## src/rtl/sop_seq_pkg.sv

```systemverilog
// Shared types for the time-multiplexed sum-of-products engine:
// operand transform modes, FSM states and the mode field width.
package sop_seq_pkg;

    localparam int MODE_W = 3;

    typedef enum logic [MODE_W-1:0] {
        PASS = 3'd0,
        NEG  = 3'd1,
        XOR  = 3'd2,
        SGNB = 3'd3,
        INV  = 3'd4,
        SHR  = 3'd5,
        SHL  = 3'd6,
        ZERO = 3'd7
    } mode_e;

    typedef enum logic [1:0] {
        IDLE  = 2'd0,
        MAC   = 2'd1,
        SCALE = 2'd2,
        DONE  = 2'd3
    } state_e;

endpackage

```

## src/rtl/sop_operand_xform.sv

```systemverilog
// Combinational W-bit operand transform selected at runtime by a 3-bit mode.
module sop_operand_xform
    import sop_seq_pkg::*;
#(
    parameter int            W   = 8,
    parameter int            SH  = 3,
    parameter logic [W-1:0]  KEY = 8'h69
) (
    input  logic [W-1:0]      v,
    input  logic [MODE_W-1:0] mode,
    output logic [W-1:0]      res
);

    localparam int LO = W / 2;
    localparam int HI = W - LO;

    always_comb begin
        res = '0;
        case (mode_e'(mode))
            PASS:    res = v;
            NEG:     res = W'(0) - v;
            XOR:     res = v ^ KEY;
            // Sign-smear both halves: top from the MSB, bottom from the lower half's MSB
            SGNB:    res = {{HI{v[W-1]}}, {LO{v[LO-1]}}};
            INV:     res = ~v;
            SHR:     res = v >> SH;
            SHL:     res = v << SH;
            ZERO:    res = '0;
            default: res = '0;
        endcase
    end

endmodule

```

## src/rtl/sop_seq_engine.sv

```systemverilog
// Sequential sum-of-products engine: one shared truncating multiplier walks the
// captured terms, then scales the accumulator by the negated, key-masked scale.
module sop_seq_engine
    import sop_seq_pkg::*;
#(
    parameter int             W      = 8,
    parameter int             SW     = 4,
    parameter int             NTERMS = 3,
    parameter int             OW     = 16,
    parameter int             SH     = 3,
    parameter logic [W-1:0]   KEY    = 8'h69,
    parameter logic [SW-1:0]  SKEY   = 4'h6
) (
    input  logic                       clk,
    input  logic                       rst_n,
    input  logic                       in_valid,
    output logic                       in_ready,
    input  logic [NTERMS*W-1:0]        op_x,
    input  logic [NTERMS*W-1:0]        op_y,
    input  logic [NTERMS*MODE_W-1:0]   mode_x,
    input  logic [NTERMS*MODE_W-1:0]   mode_y,
    input  logic [SW-1:0]              s,
    input  logic                       clear,
    output logic                       out_valid,
    input  logic                       out_ready,
    output logic [OW-1:0]              g
);

    localparam int IDXW = (NTERMS > 1) ? $clog2(NTERMS) : 1;

    state_e                     state_reg, state_next;
    logic [NTERMS*W-1:0]        x_reg, y_reg;
    logic [NTERMS*MODE_W-1:0]   mx_reg, my_reg;
    logic [SW-1:0]              s_reg;
    logic [OW-1:0]              acc_reg;
    logic [IDXW-1:0]            idx_reg;

    logic [W-1:0]               x_term [NTERMS];
    logic [W-1:0]               y_term [NTERMS];
    logic [MODE_W-1:0]          mx_term [NTERMS];
    logic [MODE_W-1:0]          my_term [NTERMS];
    logic [W-1:0]               x_xf, y_xf;
    logic [SW-1:0]              s_neg;
    logic [OW-1:0]              mul_a, mul_b, prod;
    logic                       last_term;
    logic                       accept;

    genvar gi;
    generate
        for (gi = 0; gi < NTERMS; gi++) begin : g_unpack
            assign x_term[gi]  = x_reg[gi*W +: W];
            assign y_term[gi]  = y_reg[gi*W +: W];
            assign mx_term[gi] = mx_reg[gi*MODE_W +: MODE_W];
            assign my_term[gi] = my_reg[gi*MODE_W +: MODE_W];
        end
    endgenerate

    sop_operand_xform #(.W(W), .SH(SH), .KEY(KEY)) u_xform_x (
        .v    (x_term[idx_reg]),
        .mode (mx_term[idx_reg]),
        .res  (x_xf)
    );

    sop_operand_xform #(.W(W), .SH(SH), .KEY(KEY)) u_xform_y (
        .v    (y_term[idx_reg]),
        .mode (my_term[idx_reg]),
        .res  (y_xf)
    );

    assign s_neg     = SW'(0) - (s_reg ^ SKEY);
    assign last_term = (idx_reg == IDXW'(NTERMS - 1));
    assign accept    = in_valid && in_ready && !clear;

    // The single multiplier is steered to the term pair in MAC and to acc*s' in SCALE
    always_comb begin
        mul_a = OW'(x_xf);
        mul_b = OW'(y_xf);
        if (state_reg == SCALE) begin
            mul_a = acc_reg;
            mul_b = OW'(s_neg);
        end
    end

    assign prod = mul_a * mul_b;

    always_ff @(posedge clk or negedge rst_n) begin
        if (!rst_n) begin
            state_reg <= IDLE;
        end else begin
            state_reg <= state_next;
        end
    end

    always_comb begin
        state_next = state_reg;
        if (clear) begin
            state_next = IDLE;
        end else begin
            case (state_reg)
                IDLE:    if (in_valid) state_next = MAC;
                MAC:     if (last_term) state_next = SCALE;
                SCALE:   state_next = DONE;
                DONE:    if (out_ready) state_next = IDLE;
                default: state_next = IDLE;
            endcase
        end
    end

    always_comb begin
        in_ready  = (state_reg == IDLE);
        out_valid = (state_reg == DONE);
    end

    always_ff @(posedge clk or negedge rst_n) begin
        if (!rst_n) begin
            x_reg   <= '0;
            y_reg   <= '0;
            mx_reg  <= '0;
            my_reg  <= '0;
            s_reg   <= '0;
            acc_reg <= '0;
            idx_reg <= '0;
        end else if (clear) begin
            acc_reg <= '0;
            idx_reg <= '0;
        end else begin
            case (state_reg)
                IDLE: begin
                    if (accept) begin
                        x_reg   <= op_x;
                        y_reg   <= op_y;
                        mx_reg  <= mode_x;
                        my_reg  <= mode_y;
                        s_reg   <= s;
                        acc_reg <= '0;
                        idx_reg <= '0;
                    end
                end
                MAC: begin
                    acc_reg <= acc_reg + prod;
                    idx_reg <= last_term ? '0 : idx_reg + IDXW'(1);
                end
                SCALE: begin
                    acc_reg <= prod;
                end
                default: begin
                end
            endcase
        end
    end

    assign g = acc_reg;

endmodule
```

## config.mk

```make
export PLATFORM = sky130hd
export DESIGN_NAME = sop_seq_engine
export DESIGN_NICKNAME = d
export VERILOG_FILES = /design/src/rtl/sop_seq_pkg.sv /design/src/rtl/sop_operand_xform.sv /design/src/rtl/sop_seq_engine.sv
export SDC_FILE = /design/constraint.sdc
export NUM_CORES = 1
export LEC_CHECK = 0
export CORE_ASPECT_RATIO = 0.6
export CORE_MARGIN = 2
export CORE_UTILIZATION = 50
export CTS_CLUSTER_SIZE = 40
export DETAILED_ROUTE_END_ITERATION = 16
export PLACE_DENSITY = 0.79
export SYNTH_ARGS = -nofsm -noshare
export SYNTH_HDL_FRONTEND = slang
export SYNTH_SLANG_ARGS = --single-unit
```

## constraint.sdc

```tcl
create_clock -name clk -period 12.6 [get_ports clk]
set_clock_uncertainty 0.05 [all_clocks]
set_input_delay 1.26 -clock clk [delete_from_list [all_inputs] [get_ports clk]]
set_output_delay 1.26 -clock clk [all_outputs]
set_load 0.01 [all_outputs]
```

==> After elaboration in Yosys (flattened, before gate mapping) <==
Cells that the tools add are included.
{ "classes": {"n_addsub": 5, "mul": 1, "n_lt_le_gt_ge": 1, "n_eq_ne": 22, "muxes": 28, "n_bitwise": 7, "reduce_logical": 12} }
{ "ops": {"columns": ["cell", "n"], "rows": [
  ["case mux 8 bit (8 select lines)", 2],
  ["two-way mux 16 bit", 3],
  ["case mux 16 bit (3 select lines)", 1],
  ["two-way mux 8 bit", 5],
  ["binary-select mux 8 bit (select 2 bit)", 2],
  ["equality test 3 bit, second input constant", 8],
  ["adder 16 bit", 1],
  ["multiplier 16 x 16 -> 16 bit", 1],
  ["NOT 8 bit", 2],
  ["subtractor 1 x 8 -> 8 bit, first input constant", 2],
  ["two-way mux 2 bit", 7],
  ["binary-select mux 3 bit (select 2 bit)", 2],
  ["equality test 3 x 2 -> 1 bit, second input constant", 4],
  ["two-way mux 3 bit", 4],
  ["NOT 4 bit", 2],
  ["case mux 2 bit (4 select lines)", 1],
  ["equality test 2 bit, second input constant", 3],
  ["equality test 3 x 1 -> 1 bit, second input constant", 2],
  ["logical NOT 3 bit", 2],
  ["inequality test 3 x 2 -> 1 bit, second input constant", 2],
  ["AND reduction 3 bit", 2],
  ["case mux 2 bit (2 select lines)", 1],
  ["AND reduction 2 bit", 2],
  ["nonzero test 4 bit", 1],
  ["other kinds (13)", 14]
]} }
{ "word_totals": {"ff_bits": 90, "input_bits": 75, "output_inout_bits": 18, "word_cells": 84} }

==> Depth between registers and ports, before layout <==
{ "logic_depth": {"ltp_word": 11, "mapped_depth": 35, "depth_no_buf": 33} }

==> By module <==
A second synthesis with hierarchy kept.
{ "hier_totals": {"hier_cells": 894, "area_unflattened_um2": 8493.1} }
{ "modules_own_cells": {"columns": ["mod", "n_inst", "cells_each", "area_per_inst_um2", "seq_area_each_um2"], "rows": [
  ["sop_seq_engine", 1, 740, 7504.7, 2252.2],
  ["sop_operand_xform", 2, 77, 494.2, 0.0]
]} }

==> Worst setup path before layout <==
Ideal clock, no wire load.
{ "synth_timing": {"kind": "flip-flop to flip-flop", "start": "reg idx_reg[0]", "end": "reg acc_reg[14] (netlist: g[14])", "setup_ns": 0.069, "t_arrival_ns": 7.176, "required_time_ns": 12.481, "slack_ns": 5.305, "path_stages_with_launch": 34, "n_path_buf": 3, "period_less_slack_ns": 7.295, "path_cell_list": "dfrtp_1 -> buf_6 -> buf_12 -> buf_12 -> mux2i_1 -> a2bb2oi_1 -> ha_1 -> o211ai_1 -> nor4_1 -> mux2_2 -> o21ai_1 -> o21a_1 -> or2_1 -> fa_1 -> inv_1 -> fa_1 -> fa_1 -> inv_1 -> fa_1 -> inv_1 -> ha_1 -> o21ai_0 -> o21ai_0 -> a21o_1 -> a21oi_1 -> xor2_1 -> inv_1 -> ha_1 -> nand2_1 -> nor3b_1 -> a21boi_0 -> o21a_1 -> or4_1 -> nand3_1"} }
{ "synth_between": {"elab_chain_len": 11, "word_cells_on_any_way": 43, "cone_classes": "3 x add/sub; 1 x mul; 14 x eq/ne; 18 x mux; 5 x bitwise; 2 x reduce/logical"} }
{ "synth_rtl": {"columns": ["element", "line_no", "text"], "rows": [
  ["from (decl)", "sop_seq_engine.sv:36", "logic [IDXW-1:0] idx_reg;"],
  ["from (signal assigned)", "sop_seq_engine.sv:141", "idx_reg <= last_term ? '0 : idx_reg + IDXW'(1);"],
  ["NOT 2 -> 3 bit (implied by the code) (*)", null, null],
  ["binary-select mux 8 bit (select 2 bit), or another cell as far along", "sop_seq_engine.sv:59", ".v (x_term[idx_reg]),"],
  ["two-way mux 8 bit (implied by the code), or another cell as far along (2 in series)", "sop_seq_engine.sv:59", null],
  ["subtractor 1 x 8 -> 8 bit, or another cell as far along", "sop_operand_xform.sv:21", "NEG: res = W'(0) - v;"],
  ["case mux 8 bit (8 select lines)", "sop_operand_xform.sv:19", "case (mode_e'(mode))"],
  ["two-way mux 16 bit or two-way mux 8 bit (tied branches)", "sop_seq_engine.sv:78", "if (state_reg == SCALE) begin"],
  ["multiplier 16 x 16 -> 16 bit (*)", "sop_seq_engine.sv:84", "assign prod = mul_a * mul_b;"],
  ["adder 16 bit", "sop_seq_engine.sv:140", "acc_reg <= acc_reg + prod;"],
  ["case mux 16 bit (3 select lines) (*)", "sop_seq_engine.sv:127", "case (state_reg)"],
  ["two-way mux 16 bit (*)", "sop_seq_engine.sv:123", "end else if (clear) begin"],
  ["to (signal assigned)", "sop_seq_engine.sv:140", null],
  ["to (signal assigned)", "sop_seq_engine.sv:144", "acc_reg <= prod;"],
  ["to (decl)", "sop_seq_engine.sv:35", "logic [OW-1:0] acc_reg;"]
]} }
Every way passes the cells marked *; elsewhere a longest branch is shown, timed or not. The select of a mux whose other input is x is not followed.
A chain may end at the register's enable or synchronous reset.

==> Worst setup path in the final report <==
{ "layout_timing": {"start": "reg idx_reg[1]", "end": "reg acc_reg[15] (netlist: g[15])"} }
The elaborated chain is that of the path after synthesis.

==> results.md <==
* Outcome: complete, no violations
* Synth-to-layout area growth at 15.2%
* PostCTS Resize Cnt at 0
* First-pass GRT wire length at ~37000 µm
* CP delay by family, top: adder cells
* Routed len/inst at 18.0 µm
* Hold Buf Count CTS at 0
* Reg2reg start: idx_reg[1]$_DFFE_PN0P_
* Worst slew pin tran at about 1.1 ns
* Share of post-route cells with drive strength above 1 at a little under an eighth
* Worst-path maximum fanout at 39
* Gpl congestion at 0.976
* Slowest cell on crit path: nor2b_4
* Reg clk slew, reported paths at 0.08 ns
* Post-place setup slack at ~4.0 ns
* Yosys warnings at 0
* Htree depth at 3
* Dominant cells by area after synthesis: dfrtp_1 26%, fa_1 14%, mux2_2 9.2%
* DRC errors left at 0
* Post-synth EDFFs at 0
* Port Buffers at 92
* Via density per instance at between 5 and 6
* Skew-Pair Late Insertion Delay at 0.35 ns
* Register bit total from synthesis at 90
* Post-route ant nets at 0
* Die width at approximately 180 µm
* CTS root buf: clkbuf_16
* Synth async-reset ratio at 100%
* Hold wc startpoint: y_reg[2]$_DFFE_PN0P_
* Fin. Hold Viols at 0
* Critical path type: reg2reg
* Worst Hold Slack at 0.455 ns
* Initial Util at 51.1%
* Class of the worst hold path: reg2reg
* CTS tree: done
* Chip Height at approximately 110 µm
* Fin crit share at 70.2%
* Kind of start point of the critical path: register
* Initial antenna violation count at 0
* Layout Nets at 1173
* Synthesized cell area at 0.00877 mm²
* HPWL Detailed at 16800 µm
* Largest area contributor in the netlist: dfrtp_1
* Iteration-0 DRC count of the detailed router at 601
* Max clock buf depth at 2
* Max-cap viol count at 0
* Worst EP arrival at 9.03 ns
* Crit path buf inv count at 5
* Sum Neg Setup Slack at 0 ns
* Worst endpoint required time at 12.79 ns
* Die ar. at about 0.019 mm²
* Distinct cells, synth at 71
* Max-slew headroom at a little under a quarter
* Endpoints failing setup at 0
* Max incr delay on CP at about 0.73 ns
* Ports at just over 90
* Setup WS post-layout at 3.76 ns
* Setup bufs post-CTS at 0
* CP startpoint: idx_reg[1]$_DFFE_PN0P_
* Drt total wl at 22100 µm
* Average size of a mapped cell at about 9.6 µm²
* Diode count at 0
* Pre-antenna DRT Iters at 5
* Ys flop type: dfrtp_1
* Register area share after synthesis at approximately a quarter
* RSZ-0062 raised after global routing: false
* Largest net degree at the start of global routing at 72
* Vias in the first global route at 7332
* Synth top area share at 25.7%
* Post-Synthesis Cells at 917
* Min Tclk post-route at 8.84 ns
* Max Slew Vio Count at 0
* # rows at 37
* Clk sinks at 90
* Core footprint at 0.0172 mm²
* Fmax achieved at 0.113 GHz
* Overall routing resource usage at between 20 and 25%
* Gr ovfl total at 0
* Via count at 7299
* Crit end category: register
* Num CTS Buffers at 9
-- layer usage --
metal  track usage [%]  up-vias  share of wire (%)
met2              36.1      348                 41
met5                 0        -                  0
li1                  -     3363                  -
met3              6.70       24                9.9
met4              4.35        0                1.2
met1              37.4     3564                 48
-- cell families (layout without fill, tap and decap cells) --
kind of cell	after synthesis	count (layout)	synth area share, %
adder cells (fa/ha/maj)	107	107	20.5
XOR/XNOR	38	38	3.79
flip-flops	90	90	25.7
AO/OA/AOI/OAI	203	203	16.9
buffers and inverters	132	207	6.82
multiplexers	104	104	12.9
other	2	6	0.0856
AND/OR/NAND/NOR	241	241	13.4
-- metrics by stage --
stage | std cells | util (%) | cell area [µm²]
finish | 1230 | 58.8 | 10100
global placement | 1214 | 57.1 | 9800
CTS | 1230 | 58.8 | 10100
floorplan | 921 | - | 8790
global route | 1230 | 58.8 | 10100
detailed placement | 1214 | 57.1 | 9800
-- cells in the mapped netlist, drive strengths merged (13+ instances only) --
master,count
buf,20
nor3,20
mux2,72
dfrtp,90
nand2,38
a21oi,32
ha,46
mux2i,32
nor2,84
fa,61
xnor2,26
clkbuf,21
o2bb2ai,19
and3,21
inv,91
o21ai,39
o211ai,13
nand3,28
-- cells in the final DEF, fill, tap and decap left out, types with 5 or more instances in the layout --
master	n
mux2_2	72
a2bb2oi_1	9
dfrtp_1	90
conb_1	6
nor2_1	84
o21a_1	11
mux2i_1	32
a31oi_1	8
ha_1	45
inv_1	91
o21ai_0	38
o2bb2ai_1	16
xnor2_1	26
xor2_1	12
nand2b_1	9
or2_1	5
fa_1	61
o211ai_1	13
a21o_1	10
buf_4	9
nand2_1	37
clkdlybuf4s50_1	91
clkbuf_16	9
or3_1	7
o31ai_1	6
nor3_1	20
a21oi_1	31
nand3_1	28
a21boi_0	6
and3_1	21
or2_2	7
a22oi_1	7
-- final cells by class --
| cell class | instances | area [µm²] |
|---|---|---|
| fillers | 1470 | 7070 |
| multi-input cells | 699 | 5940 |
| flip-flops and latches | 90 | 2250 |
| repair buffers | 100 | 978 |
| inverters | 91 | 342 |
| well taps | 234 | 293 |
| clock buffers | 9 | 225 |
| clock inverters | 7 | 76.3 |
-- worst paths after layout --
check	end	slack, ns	depth (start not counted)
setup / recovery	g[15]$_DFFE_PN0P_	3.76	31
hold / removal	y_reg[2]$_DFFE_PN0P_	0.46	1
setup reg to reg	g[15]$_DFFE_PN0P_	3.76	31
hold reg to reg	y_reg[2]$_DFFE_PN0P_	0.46	1
max in group asynchronous	y_reg[18]$_DFFE_PN0P_	10.55	2
min in group asynchronous	g[6]$_DFFE_PN0P_	0.73	1
Power is left out: the tool's default activity adds up to more than one toggle a clock period on the data nets, which glitch-free logic cannot reach.
